--- config.mk ---
export PLATFORM = sky130hd
export DESIGN_NAME = deser400_arbiter
export DESIGN_NICKNAME = d
export VERILOG_FILES = /design/src/rtl/deser400_arbiter.sv
export SDC_FILE = /design/constraint.sdc
export NUM_CORES = 1
export LEC_CHECK = 0
export BUFFER_PORTS_ARGS = -buffer_cell sky130_fd_sc_hd__buf_2
export CORE_MARGIN = 2
export CORE_UTILIZATION = 50
export CTS_CLUSTER_DIAMETER = 40
export CTS_CLUSTER_SIZE = 12
export DETAILED_ROUTE_END_ITERATION = 8
export PLACE_DENSITY_LB_ADDON = 0.25
export SLEW_MARGIN = 10
export SYNTH_ARGS = -nofsm -noshare
export SYNTH_HDL_FRONTEND = slang
export SYNTH_SLANG_ARGS = --single-unit
export TNS_END_PERCENT = 1
--- constraint.sdc ---
create_clock -name clk160 -period 10.7 [get_ports clk160]
set_input_delay 1.605 -clock clk160 [delete_from_list [all_inputs] [get_ports clk160]]
set_output_delay 1.605 -clock clk160 [all_outputs]
set_load 0.05 [all_outputs]
--- src/rtl/deser400_arbiter.sv ---
// Round-robin merge of four deser400 channel pairs into one 16-bit FIFO write stream.
// Each accepted event is buffered (2 deep per channel) and sent as header, A word, B word.
module deser400_arbiter #(
    parameter logic [3:0] HDR_TAG = 4'hA
) (
    input  logic        clk160,
    input  logic        reset,
    input  logic        enable,
    input  logic        clear,
    input  logic [3:0]  ch_write,
    input  logic [63:0] ch_par_a,
    input  logic [63:0] ch_par_b,
    input  logic        fifo_full,
    output logic [15:0] dout,
    output logic        dout_wr,
    output logic        busy,
    output logic [3:0]  overflow,
    output logic [7:0]  drop_count
);

    typedef enum logic [1:0] {StIdle, StHdr, StWa, StWb} state_e;

    state_e      state_q;
    logic [1:0]  grant_q;
    logic [1:0]  last_grant_q;
    logic [15:0] dout_q;

    logic [1:0]  cnt_q [4];
    logic [3:0]  rd_ptr_q;
    logic [3:0]  wr_ptr_q;
    logic [7:0]  seq_q [4];
    logic [7:0]  ent_seq_q [4][2];
    logic [15:0] ent_a_q [4][2];
    logic [15:0] ent_b_q [4][2];

    logic [3:0]  overflow_q;
    logic [7:0]  drop_count_q;

    logic [3:0]  nonempty;
    logic [3:0]  pop;
    logic [3:0]  push;
    logic [3:0]  drop;
    logic [1:0]  next_ch;
    logic [2:0]  drop_sum;
    logic [8:0]  drop_total;
    logic [7:0]  head_seq;
    logic [15:0] head_a;
    logic [15:0] head_b;

    // Pop is evaluated before the full check, so a write on the draining channel is accepted.
    always_comb begin
        nonempty = '0;
        pop      = '0;
        drop     = '0;
        push     = '0;
        for (int i = 0; i < 4; i++) begin
            nonempty[i] = (cnt_q[i] != 2'd0);
            pop[i]      = (state_q == StWb) && !fifo_full && (grant_q == 2'(i));
            drop[i]     = ch_write[i] && enable && (cnt_q[i] == 2'd2) && !pop[i];
            push[i]     = ch_write[i] && enable && !drop[i];
        end
    end

    always_comb begin
        drop_sum = '0;
        for (int i = 0; i < 4; i++) begin
            drop_sum = drop_sum + {2'b00, drop[i]};
        end
        drop_total = {1'b0, drop_count_q} + {6'b000000, drop_sum};
    end

    // First non-empty channel searching from last_grant + 1.
    always_comb begin
        logic       found;
        logic [1:0] cand;
        next_ch = last_grant_q;
        found   = 1'b0;
        cand    = '0;
        for (int k = 1; k <= 4; k++) begin
            cand = last_grant_q + 2'(k);
            if (!found && nonempty[cand]) begin
                next_ch = cand;
                found   = 1'b1;
            end
        end
    end

    assign head_seq = ent_seq_q[next_ch][rd_ptr_q[next_ch]];
    assign head_a   = ent_a_q[grant_q][rd_ptr_q[grant_q]];
    assign head_b   = ent_b_q[grant_q][rd_ptr_q[grant_q]];

    always_ff @(posedge clk160 or posedge reset) begin
        if (reset) begin
            for (int i = 0; i < 4; i++) begin
                cnt_q[i] <= '0;
                seq_q[i] <= '0;
            end
            rd_ptr_q <= '0;
            wr_ptr_q <= '0;
        end else begin
            for (int i = 0; i < 4; i++) begin
                if (push[i]) begin
                    wr_ptr_q[i] <= ~wr_ptr_q[i];
                    seq_q[i]    <= seq_q[i] + 8'd1;
                end
                if (pop[i]) begin
                    rd_ptr_q[i] <= ~rd_ptr_q[i];
                end
                cnt_q[i] <= cnt_q[i] + {1'b0, push[i]} - {1'b0, pop[i]};
            end
        end
    end

    // Payload storage needs no reset: occupancy alone decides what is valid.
    always_ff @(posedge clk160) begin
        for (int i = 0; i < 4; i++) begin
            if (push[i]) begin
                ent_seq_q[i][wr_ptr_q[i]] <= seq_q[i];
                ent_a_q[i][wr_ptr_q[i]]   <= ch_par_a[16*i +: 16];
                ent_b_q[i][wr_ptr_q[i]]   <= ch_par_b[16*i +: 16];
            end
        end
    end

    // A clear in the same cycle as a drop wins, and that drop is forgotten.
    always_ff @(posedge clk160 or posedge reset) begin
        if (reset) begin
            overflow_q   <= '0;
            drop_count_q <= '0;
        end else if (clear) begin
            overflow_q   <= '0;
            drop_count_q <= '0;
        end else begin
            overflow_q   <= overflow_q | drop;
            drop_count_q <= drop_total[8] ? 8'hFF : drop_total[7:0];
        end
    end

    // dout holds the word pending for the current state; it advances only once written.
    always_ff @(posedge clk160 or posedge reset) begin
        if (reset) begin
            state_q      <= StIdle;
            grant_q      <= '0;
            last_grant_q <= 2'd3;
            dout_q       <= '0;
        end else begin
            unique case (state_q)
                StIdle: begin
                    if (|nonempty) begin
                        grant_q <= next_ch;
                        dout_q  <= {HDR_TAG, next_ch, 2'b00, head_seq};
                        state_q <= StHdr;
                    end
                end
                StHdr: begin
                    if (!fifo_full) begin
                        dout_q  <= head_a;
                        state_q <= StWa;
                    end
                end
                StWa: begin
                    if (!fifo_full) begin
                        dout_q  <= head_b;
                        state_q <= StWb;
                    end
                end
                StWb: begin
                    if (!fifo_full) begin
                        last_grant_q <= grant_q;
                        state_q      <= StIdle;
                    end
                end
                default: state_q <= StIdle;
            endcase
        end
    end

    // Write strobe qualifies the registered word with this cycle's fifo_full.
    assign dout       = dout_q;
    assign dout_wr    = (state_q != StIdle) && !fifo_full;
    assign busy       = (state_q != StIdle) || (|nonempty);
    assign overflow   = overflow_q;
    assign drop_count = drop_count_q;

endmodule

Word level (Yosys, flattened, before mapping). Memories as Yosys holds them, arrays and structs flattened. Index checks and enable logic that the tools add are counted.

Add/subtract/negate cells: 19. Magnitude comparators: 16. Equal/unequal tests: 14. Multiplexer cells: 68. Bitwise gates (word level): 16. Reduce and logical (&&, ||, !) cells: 55.

Operators with widths (count): $mux W16 (17); $mux W32 (4); $mux W8 (9); $demux W16 S1 (4); $pmux W16 S3 (1); $add A8 B1 Y8 const B (4); $demux W8 S1 (4); $logic_and A1 B1 Y1 (29); $lt A2 B3 Y1 const B (6); $eq A2 B2 Y1 const B (8); $mux W2 (8); $mux W1 (13); $bmux W1 S2 (6); $ge A2 B2 Y1 const B (6); $logic_not A1 Y1 (12); $not A1 Y2 (6); $reduce_bool A2 Y1 (5); $add A8 B3 Y9 (1); $not A1 Y1 (9); $add A2 B1 Y2 (4); $lt A2 B1 Y1 const B (4); $ne A2 B2 Y1 const B (4); $pmux W2 S4 (1); $reduce_and A4 Y1 (2); 14 further kinds (21).

Register bits: 82. Bits in writable memories: 320. Input port bits: 137. Output and inout port bits: 30. Word-level logic and storage cells: 213. Memories kept: 3.

Memory list: ent_a_q (depth 4, bits a word 32, rd ports 1, clocked after Yosys merged registers in 0, wr ports 4, line 33) `logic [15:0] ent_a_q [4][2];`; ent_b_q (depth 4, bits a word 32, rd ports 1, clocked after Yosys merged registers in 0, wr ports 4, line 34) `logic [15:0] ent_b_q [4][2];`; ent_seq_q (depth 4, bits a word 16, rd ports 1, clocked after Yosys merged registers in 0, wr ports 4, line 32) `logic [7:0] ent_seq_q [4][2];`.

Depth between registers and ports, before layout. Gate-level depths: netlist (run 1).

Depth in word-level cells: 21. Mapped depth: 14.

Least setup slack after synthesis (run 1). Ideal clock, no wire load.

Path type: input -> register. From: input port fifo_full. To: memory ent_a_q[2][16] (netlist bit) (enable). Setup time: 0.437 ns. Data arrival time: 4.048 ns. Data required time: 10.263 ns. Slack: 6.215 ns. Stages on the path: 5. Cells stage by stage: and4bb_1 -> nor3b_1 -> nor2_2 -> inv_1 -> nor2_1.

RTL lines: start, declared (line 13) `input logic fifo_full,`; end, declared (line 33).

Worst setup path after layout (run 1).
From: input port fifo_full. To: register drop_count_q[7], in the netlist drop_count[7].

Elaborated cells between the ends (all ways): 20.

RTL lines: $logic_not A1 Y1 (line 58) `pop[i] = (state_q == StWb) && !fifo_full && (grant_q == 2'(i));`; $logic_and A1 B1 Y1 (2 in a row) (line 58); named net pop[2] (line 40) `logic [3:0] pop;`; $logic_not A1 Y1 (line 59) `drop[i] = ch_write[i] && enable && (cnt_q[i] == 2'd2) && !pop[i];`; $logic_and A1 B1 Y1 (line 59); $add A2 B1 Y3 (line 67) `drop_sum = drop_sum + {2'b00, drop[i]};`; $add A3 B1 Y3 (line 67); $add A8 B3 Y9 (line 69) `drop_total = {1'b0, drop_count_q} + {6'b000000, drop_sum};`; $mux W8 (line 135) `drop_count_q <= drop_total[8] ? 8'hFF : drop_total[7:0];`; $mux W8 (line 130) `end else if (clear) begin`; end signal, assigned (line 135); end, declared (line 37) `logic [7:0] drop_count_q;`.

The timed path passes the listed nets, and every way through them passes these cells. A chain may end at the register's enable or synchronous reset.

==> flow_metrics.env, run 1 <==
export IMPL_synthAdderAreaFrac_pct=1.762
export IMPL_fp_row_count=65
export IMPL_ys_flop_type="edfxtp_1"
export IMPL_cts_buffer_depth=3
export IMPL_cts_root_buf="clkbuf_16"
export IMPL_sequentialPowerShare_pct=39.0
export IMPL_grt_max_degree=78
export IMPL_power_uw=5782
export IMPL_finalHoldViolCount=0
export IMPL_final_core_util_pct=60.91
export IMPL_synthTopCellsByArea="edfxtp_1 (59%), dfrtp_1 (12%), mux4_2 (9.0%)"
export IMPL_dpl_hpwl_um=22030
export IMPL_sw_frac_of_total_pct=32.54
export IMPL_synth_edf_count=320
export IMPL_synth_area_mm2=0.01619
export IMPL_synth_fp_nets=1020
export IMPL_path_max_fanout=7
export IMPL_synth_simple_area_share_pct=3.299
export IMPL_p_comb_share_pct=29.7
export IMPL_vias=8628
export IMPL_wire_per_inst_um=23.58
export IMPL_cts_tree="yes"
export IMPL_track_usage_pct=21.92
export IMPL_globalplace_congestion=0.7741
export IMPL_yosysWarnings=0
export IMPL_max_stage_delay_ns=0.43
export IMPL_ir_worst_vdd_v=0.0001605
export IMPL_endpoint_kind="flip-flop"
export IMPL_critPathLaunchType="input pin"
export IMPL_slew_violations=0
export IMPL_syn2layout_area_growth_pct=19.29
export IMPL_synth_xor_area_share_pct=2.596
export IMPL_tns_ns=0
export IMPL_synth_cell_types=54
export IMPL_final_area_mm2=0.01932
export IMPL_drive_above_1_share_pct=35.62
export IMPL_postCtsResizedCells=0
export IMPL_path_cells="buf_2 -> and4bb_1 -> nor3b_1 -> and3_1 -> fa_1 -> inv_1 -> fa_1 -> inv_1 -> fa_1 -> and3_1 -> nand2b_1 -> mux2i_1 -> nor2_1"
export IMPL_slew_limit_headroom_pct=29.00
export IMPL_synth_top_family_by_area="multiplexers"
export IMPL_vias_per_cell=5.710
export IMPL_clock_fmax_ghz=0.2545
export IMPL_synth_top_area_share_pct=59.34
export IMPL_cellLeakagePower_uw=0.007316
export IMPL_setup_viol=0
export IMPL_placed_area_mm2=0.01746
export IMPL_power_per_cell_area_mw_per_mm2=299.3
export IMPL_skew_ns=0.02531
export IMPL_synth_mux_area_share_pct=15.65
export IMPL_final_common_cell="edfxtp_1"
export IMPL_finalHoldWorstSlack_ns=0.4856
export IMPL_synth_compound_area_share_pct=2.743
export IMPL_status="complete, no violations"
export IMPL_post_cts_buffers=0
export IMPL_drtIter0Drc=723
export IMPL_synth_seq_cells=402
export IMPL_start_util_pct=51.06
export IMPL_first_pass_iters=5
export IMPL_numCtsBuffers=54
export IMPL_cp_top_family="simple AND/OR/NAND/NOR gates"
export IMPL_grt_pass1_wl_um=54130
export IMPL_cap_violations=0
export IMPL_grt_pass1_vias=9146
export IMPL_finalCritPeriodShare_pct=36.72
export IMPL_cpMostUsedCell="fa_1"
export IMPL_crit_required_ns=11.14
export IMPL_pwr_share_clk_pct=31.3
export IMPL_synthCells=862
export IMPL_htreeDepth=2
export IMPL_grt_overflow_total=0
export IMPL_period_needed_ns=3.929
export IMPL_slowest_stage="fa_1"
export IMPL_portBuffers=166
export IMPL_drcViolationCount=0
export IMPL_dieHeight_um=184.0
export IMPL_coreArea_mm2=0.03172
export IMPL_postCtsHoldBufs=0
export IMPL_die_area_mm2=0.03385
export IMPL_p_int_uw=3901
export IMPL_crit_type="input pin to flip-flop"
export IMPL_num_io_pins=167
export IMPL_grt_antenna_before_repair=2
export IMPL_p_switching_uw=1882
export IMPL_ys_seq_area_share_pct=72.02
export IMPL_nNetsFinal=1220
export IMPL_clk_pin_slew_ns=0.05
export IMPL_rsz0062_at_grt="no"
export IMPL_clock_latency_ns=0.58
export IMPL_yosysTopAreaCell="edfxtp_1"
export IMPL_syn_avg_cell_area_um2=18.79
export IMPL_layout_common_cells="edfxtp_1 (320), buf_2 (166), dfrtp_1 (78), mux4_2 (65), mux2i_1 (59)"
export IMPL_critPathArrivalTime_ns=4.37
export IMPL_clock_sinks=402
export IMPL_hold_class="flip-flop to flip-flop"
export IMPL_totalWireLength_um=35630
export IMPL_worst_pin_slew_ns=1.065
export IMPL_async_flop_share_pct=20.40
export IMPL_crit_buf_inv=3
export IMPL_die_w_um=184.0
export IMPL_detail_route_antenna_nets=0
[power by group through the flow]
stage | registers (uW) | logic, uW | clock network (uW)
5_1_grt | 2290 | 1860 | 1900
6_report | 2260 | 1720 | 1810
2_1_floorplan | 2270 | 1250 | 0
4_1_cts | 2260 | 1730 | 1840
3_3_place_gp | 2280 | 1700 | 0
3_5_place_dp | 2280 | 1730 | 0
[registers in the layout, indices dropped and copies added (netlist names), 4 cells and up]
register / cells
dout: 16
rd_ptr_q: 4
drop_count: 8
wr_ptr_q: 4
cnt_q: 8
ent_seq_q: 64
overflow: 4
seq_q: 32
ent_b_q: 128
ent_a_q: 128
[worst reg2reg max path: cells and delay by family (launching register included)]
family                   cells  cell delay, ns
adder cells (fa/ha/maj)      3            1.02
multiplexers                 1            0.15
flip-flops                   1            0.78
AND/OR/NAND/NOR              6            1.33
buffers and inverters        2            0.14
[Yosys cell counts (3+ instances only)]
library cell / n
buf_2: 9
mux2_4: 8
nand2b_1: 3
mux2_2: 29
nand2_1: 29
nand4_1: 10
nor2_1: 26
and2_1: 4
and3_1: 5
inv_1: 23
edfxtp_1: 320
or4_1: 3
o22ai_1: 7
xor2_1: 19
fa_1: 3
dfrtp_1: 80
clkbuf_1: 8
mux2_1: 3
ha_1: 18
a22o_1: 8
mux4_2: 65
mux2i_1: 59
buf_6: 7
o21ai_1: 9
nand3_1: 4
buf_1: 6
a22oi_1: 8
buf_4: 6
xnor2_1: 29
o21ai_0: 6
a21oi_1: 19
[cells by family after synthesis]
logic type | count (synthesis)
DFF | 402
muxes | 164
and+or+nand+nor | 100
AOI/OAI and AO/OA | 67
buffers and inverters | 60
xor gates and xnor gates | 48
adders and majority gates | 21
[metal layers]
metal / wire [um] / part of all wire [%] / track usage [%] / vias to the layer above
li1: - / - / - / 3801
met1: 14910 / 42 / 29.87 / 4447
met2: 17600 / 49 / 36.59 / 318
met3: 2419 / 6.8 / 4.041 / 58
met4: 677 / 1.9 / 5.984 / 4
met5: 23 / 0.065 / 0 / -
[through the flow]
step / setup WS, ns / cells
4_1_cts: 6.782 / 1508
3_3_place_gp: 6.290 / 1408
6_report: 6.771 / 1511
5_1_grt: 6.599 / 1508
2_1_floorplan: 6.215 / 862
3_5_place_dp: 6.232 / 1408
[area by class of cell]
cell class,count,area (um^2)
diodes,3,7.507
inverters,24,91.34
fillers,2339,12400
repair buffers,180,935.9
well taps,402,503.0
flip-flops and latches,402,11670
clock buffers,67,1431
multi-input cells,400,4259
clock inverters,33,421.7
[path summary, 6_finish.rpt]
path | slack [ns] | startpoint | depth (start not counted) | endpoint
worst max-delay path | 6.77 | fifo_full | 13 | drop_count[7]$_DFF_PP0_
worst min-delay path | 0.49 | seq_q[15]$_DFFE_PP0P_ | 0 | ent_seq_q[2][15]$_DFFE_PP_
worst max register to register | 7.17 | grant_q[0]$_DFFE_PP0P_ | 12 | drop_count[7]$_DFF_PP0_
worst min register to register | 0.49 | seq_q[15]$_DFFE_PP0P_ | 0 | ent_seq_q[2][15]$_DFFE_PP_
max in group asynchronous | 8.46 | reset | 3 | grant_q[0]$_DFFE_PP0P_
min in group asynchronous | 0.89 | reset | 2 | drop_count[6]$_DFF_PP0_
Power figures use the tool's default switching activity.
==> run 2: changes to the inputs <==
--- a/config.mk
+++ b/config.mk
@@ -5,6 +5,7 @@
 export SDC_FILE = /design/constraint.sdc
 export NUM_CORES = 1
 export LEC_CHECK = 0
+export ABC_AREA = 1
 export BUFFER_PORTS_ARGS = -buffer_cell sky130_fd_sc_hd__buf_2
 export CORE_MARGIN = 2
 export CORE_UTILIZATION = 50
==> constraint.sdc (replaced) <==
create_clock -name clk160 -period 3.35 [get_ports clk160]
set_input_delay 0.5025 -clock clk160 [delete_from_list [all_inputs] [get_ports clk160]]
set_output_delay 0.5025 -clock clk160 [all_outputs]
set_load 0.05 [all_outputs]
==> run 2 against run 1 <==
Net effect: global-route usage rose by 1.8 points; first-iteration DRC count up 31%; sequential power increased to 3.0 times the previous value; non-clock buffer count grew 24; worst hold slack worse by 0.47 ns; sequential cell count is the same; largest power group is now combinational cells.
==> flow_metrics.env, run 2 <==
export IMPL_synth_compound_area_share_pct=4.325
export IMPL_synth_edf_count=320
export IMPL_drcViolationCount=0
export IMPL_tns_ns=0
export IMPL_yosysWarnings=0
export IMPL_vias_per_cell=5.392
export IMPL_synth_mux_area_share_pct=0.06781
export IMPL_layout_common_cells="nand2_1 (357), edfxtp_1 (320), buf_2 (166), inv_1 (116), nand3_1 (114)"
export IMPL_critPathLaunchType="flip-flop"
export IMPL_clock_sinks=402
export IMPL_first_pass_iters=5
export IMPL_synth_fp_nets=1522
export IMPL_cellLeakagePower_uw=0.008256
export IMPL_synthAdderAreaFrac_pct=1.718
export IMPL_synth_cell_types=44
export IMPL_ir_worst_vdd_v=0.0005424
export IMPL_synth_simple_area_share_pct=16.82
export IMPL_worst_r2r_setup_slack_ns=0.21
export IMPL_syn2layout_area_growth_pct=20.15
export IMPL_coreArea_mm2=0.03262
export IMPL_syn_avg_cell_area_um2=12.18
export IMPL_layout_setup_ws_ns=0.2052
export IMPL_start_util_pct=50.91
export IMPL_grt_antenna_before_repair=5
export IMPL_cap_violations=0
export IMPL_final_common_cell="nand2_1"
export IMPL_period_needed_ns=3.145
export IMPL_endpoint_kind="flip-flop"
export IMPL_globalplace_congestion=0.8761
export IMPL_detail_route_antenna_nets=0
export IMPL_drtIter0Drc=947
export IMPL_finalCritPeriodShare_pct=93.87
export IMPL_finalHoldWorstSlack_ns=0.01197
export IMPL_synth_seq_cells=402
export IMPL_power_per_cell_area_mw_per_mm2=958.2
export IMPL_synthTopCellsByArea="edfxtp_1 (58%), dfrtp_1 (12%), nand2_1 (8.1%)"
export IMPL_synth_top_area_share_pct=57.86
export IMPL_slowest_stage="fa_1"
export IMPL_synth_xor_area_share_pct=2.268
export IMPL_ys_seq_area_share_pct=70.23
export IMPL_synthCells=1364
export IMPL_crit_type="flip-flop to flip-flop"
export IMPL_nNetsFinal=1728
export IMPL_synth_top_family_by_area="simple AND/OR/NAND/NOR gates"
export IMPL_hold_class="input pin to async pin"
export IMPL_setup_viol=0
export IMPL_grt_overflow_total=0
export IMPL_pre_cts_slack_ns=0.05992
export IMPL_cts_buffer_depth=3
export IMPL_die_w_um=186.3
export IMPL_htreeDepth=2
export IMPL_grt_pass1_wl_um=61840
export IMPL_yosysMostFrequentCell="nand2_1"
export IMPL_dieHeight_um=186.3
export IMPL_clock_latency_ns=0.57
export IMPL_slew_limit_headroom_pct=48.03
export IMPL_skew_ns=0.03205
export IMPL_regToRegStartpoint="state_q[0]$_DFFE_PP0P_"
export IMPL_grt_pass1_vias=11110
export IMPL_synth_area_mm2=0.01661
export IMPL_path_max_fanout=6
export IMPL_multi_input_area_mm2=0.004318
export IMPL_seq_area_mm2=0.01166
export IMPL_finalHoldViolCount=0
export IMPL_portBuffers=166
export IMPL_num_io_pins=167
export IMPL_critPathArrivalTime_ns=3.66
export IMPL_path_cells="ha_2 -> inv_1 -> nor2_4 -> inv_2 -> buf_6 -> nor2_4 -> nor4_2 -> fa_1 -> inv_1 -> fa_2 -> inv_2 -> fa_2 -> nand3_2 -> nor3_2 -> inv_2 -> nor2_4 -> nand2_4 -> nand3_1 -> nand2_1 -> inv_1"
export IMPL_worst_pin_slew_ns=0.7796
export IMPL_vias=11090
export IMPL_crit_required_ns=3.86
export IMPL_clk_pin_slew_ns=0.06
export IMPL_yosysTopAreaCell="edfxtp_1"
export IMPL_dpl_hpwl_um=26460
export IMPL_track_usage_pct=23.72
export IMPL_crit_start="state_q[0]$_DFFE_PP0P_"
export IMPL_drive_above_1_share_pct=22.08
export IMPL_grt_max_degree=66
export IMPL_wire_per_inst_um=19.64
export IMPL_status="complete, no violations"
export IMPL_ys_flop_type="edfxtp_1"
export IMPL_max_stage_delay_ns=0.48
export IMPL_fp_row_count=66
export IMPL_totalWireLength_um=40390
export IMPL_die_area_mm2=0.03469
export IMPL_synthTopCellsByCount="nand2_1 (358), edfxtp_1 (320), inv_1 (121)"
export IMPL_cts_tree="yes"
export IMPL_cts_root_buf="clkbuf_16"
export IMPL_power_uw=19120
export IMPL_clock_fmax_ghz=0.3180
export IMPL_async_flop_share_pct=20.40
export IMPL_fillers=2555
export IMPL_postCtsHoldBufs=0
export IMPL_slew_violations=0
export IMPL_numCtsBuffers=50
-- run 2: cell types whose count changed after synthesis, moves of 29 or more --
| cell | before | now |
|---|---|---|
| nand2_1 | 29 | 358 |
| mux2i_1 | 59 | 0 |
| nor2_1 | 26 | 57 |
| nand3_1 | 4 | 115 |
| a22oi_1 | 8 | 37 |
| mux4_2 | 65 | 0 |
| inv_1 | 23 | 121 |
| nand4_1 | 10 | 42 |
-- run 2: power breakdown --
group / internal [uW] / total, uW / switching (uW) / leakage [uW]
combinational: 2070 / 6890 / 4820 / 0.00351
clock: 3280 / 5390 / 2100 / 0.000823
sequential: 6310 / 6840 / 527 / 0.00393
total: 11700 / 19100 / 7450 / 0.00826
-- run 2: through the flow --
stage               util (%)  std cells  instance area, um^2
global route           61.17       2057                19950
floorplan                  -       1364                16610
CTS                    60.86       2049                19850
detailed placement     55.67       1955                18160
finish                 61.17       2057                19950
global placement       55.67       1955                18160
-- run 2: layer usage --
metal  share of wire, %  vias up  track usage, %
li1                   -     5171               -
met2                 48      440           40.06
met5              0.067        -               0
met3                7.6       78           4.342
met4                2.4        4           7.087
met1                 42     5398           31.59
-- run 2: timing repair --
action                                  CTS  global route
endpoints found under the setup margin    0             7
setup buffers                             0             5
gates resized for setup                   0            18
hold endpoints to repair                  0             0
-- run 2: cell type report --
type | count | share of cell area, %
inverters | 132 | 2.552
diodes | 3 | 0.03762
multi-input cells | 780 | 21.64
flip-flops and latches | 402 | 58.46
clock buffers | 66 | 6.823
repair buffers | 204 | 6.051
well taps | 442 | 2.772
clock inverters | 28 | 1.668
-- run 2: path summary, 6_finish.rpt --
| path | cells after the start | to |
|---|---|---|
| worst max register to register | 20 | drop_count[5]$_DFF_PP0_ |
| worst min-delay path | 2 | cnt_q[4]$_DFF_PP0_ |
| max in group asynchronous | 3 | last_grant_q[0]$_DFFE_PP1P_ |
| worst max-delay path | 20 | drop_count[5]$_DFF_PP0_ |
| min in group clk160 | 1 | ent_b_q[1][17]$_DFFE_PP_ |
| worst min register to register | 2 | dout[6]$_DFFE_PP0P_ |
-- run 2: worst max-delay path, delay by kind of cell, from the launching register on --
kind / cells / cell delay (ns)
adder cells (fa/ha/maj): 4 / 1.22
buffers and inverters: 7 / 0.51
flip-flops: 1 / 0.40
AND/OR/NAND/NOR: 9 / 0.97
-- run 2: cell families (layout without fill, tap and decap cells) --
family	count (synthesis)	in the layout
AND/OR/NAND/NOR	619	619
flip-flops	402	402
buffers and inverters	182	430
AO/OA/AOI/OAI	96	96
XOR/XNOR	43	43
adder cells (fa/ha/maj)	21	21
multiplexers	1	1
other	0	3
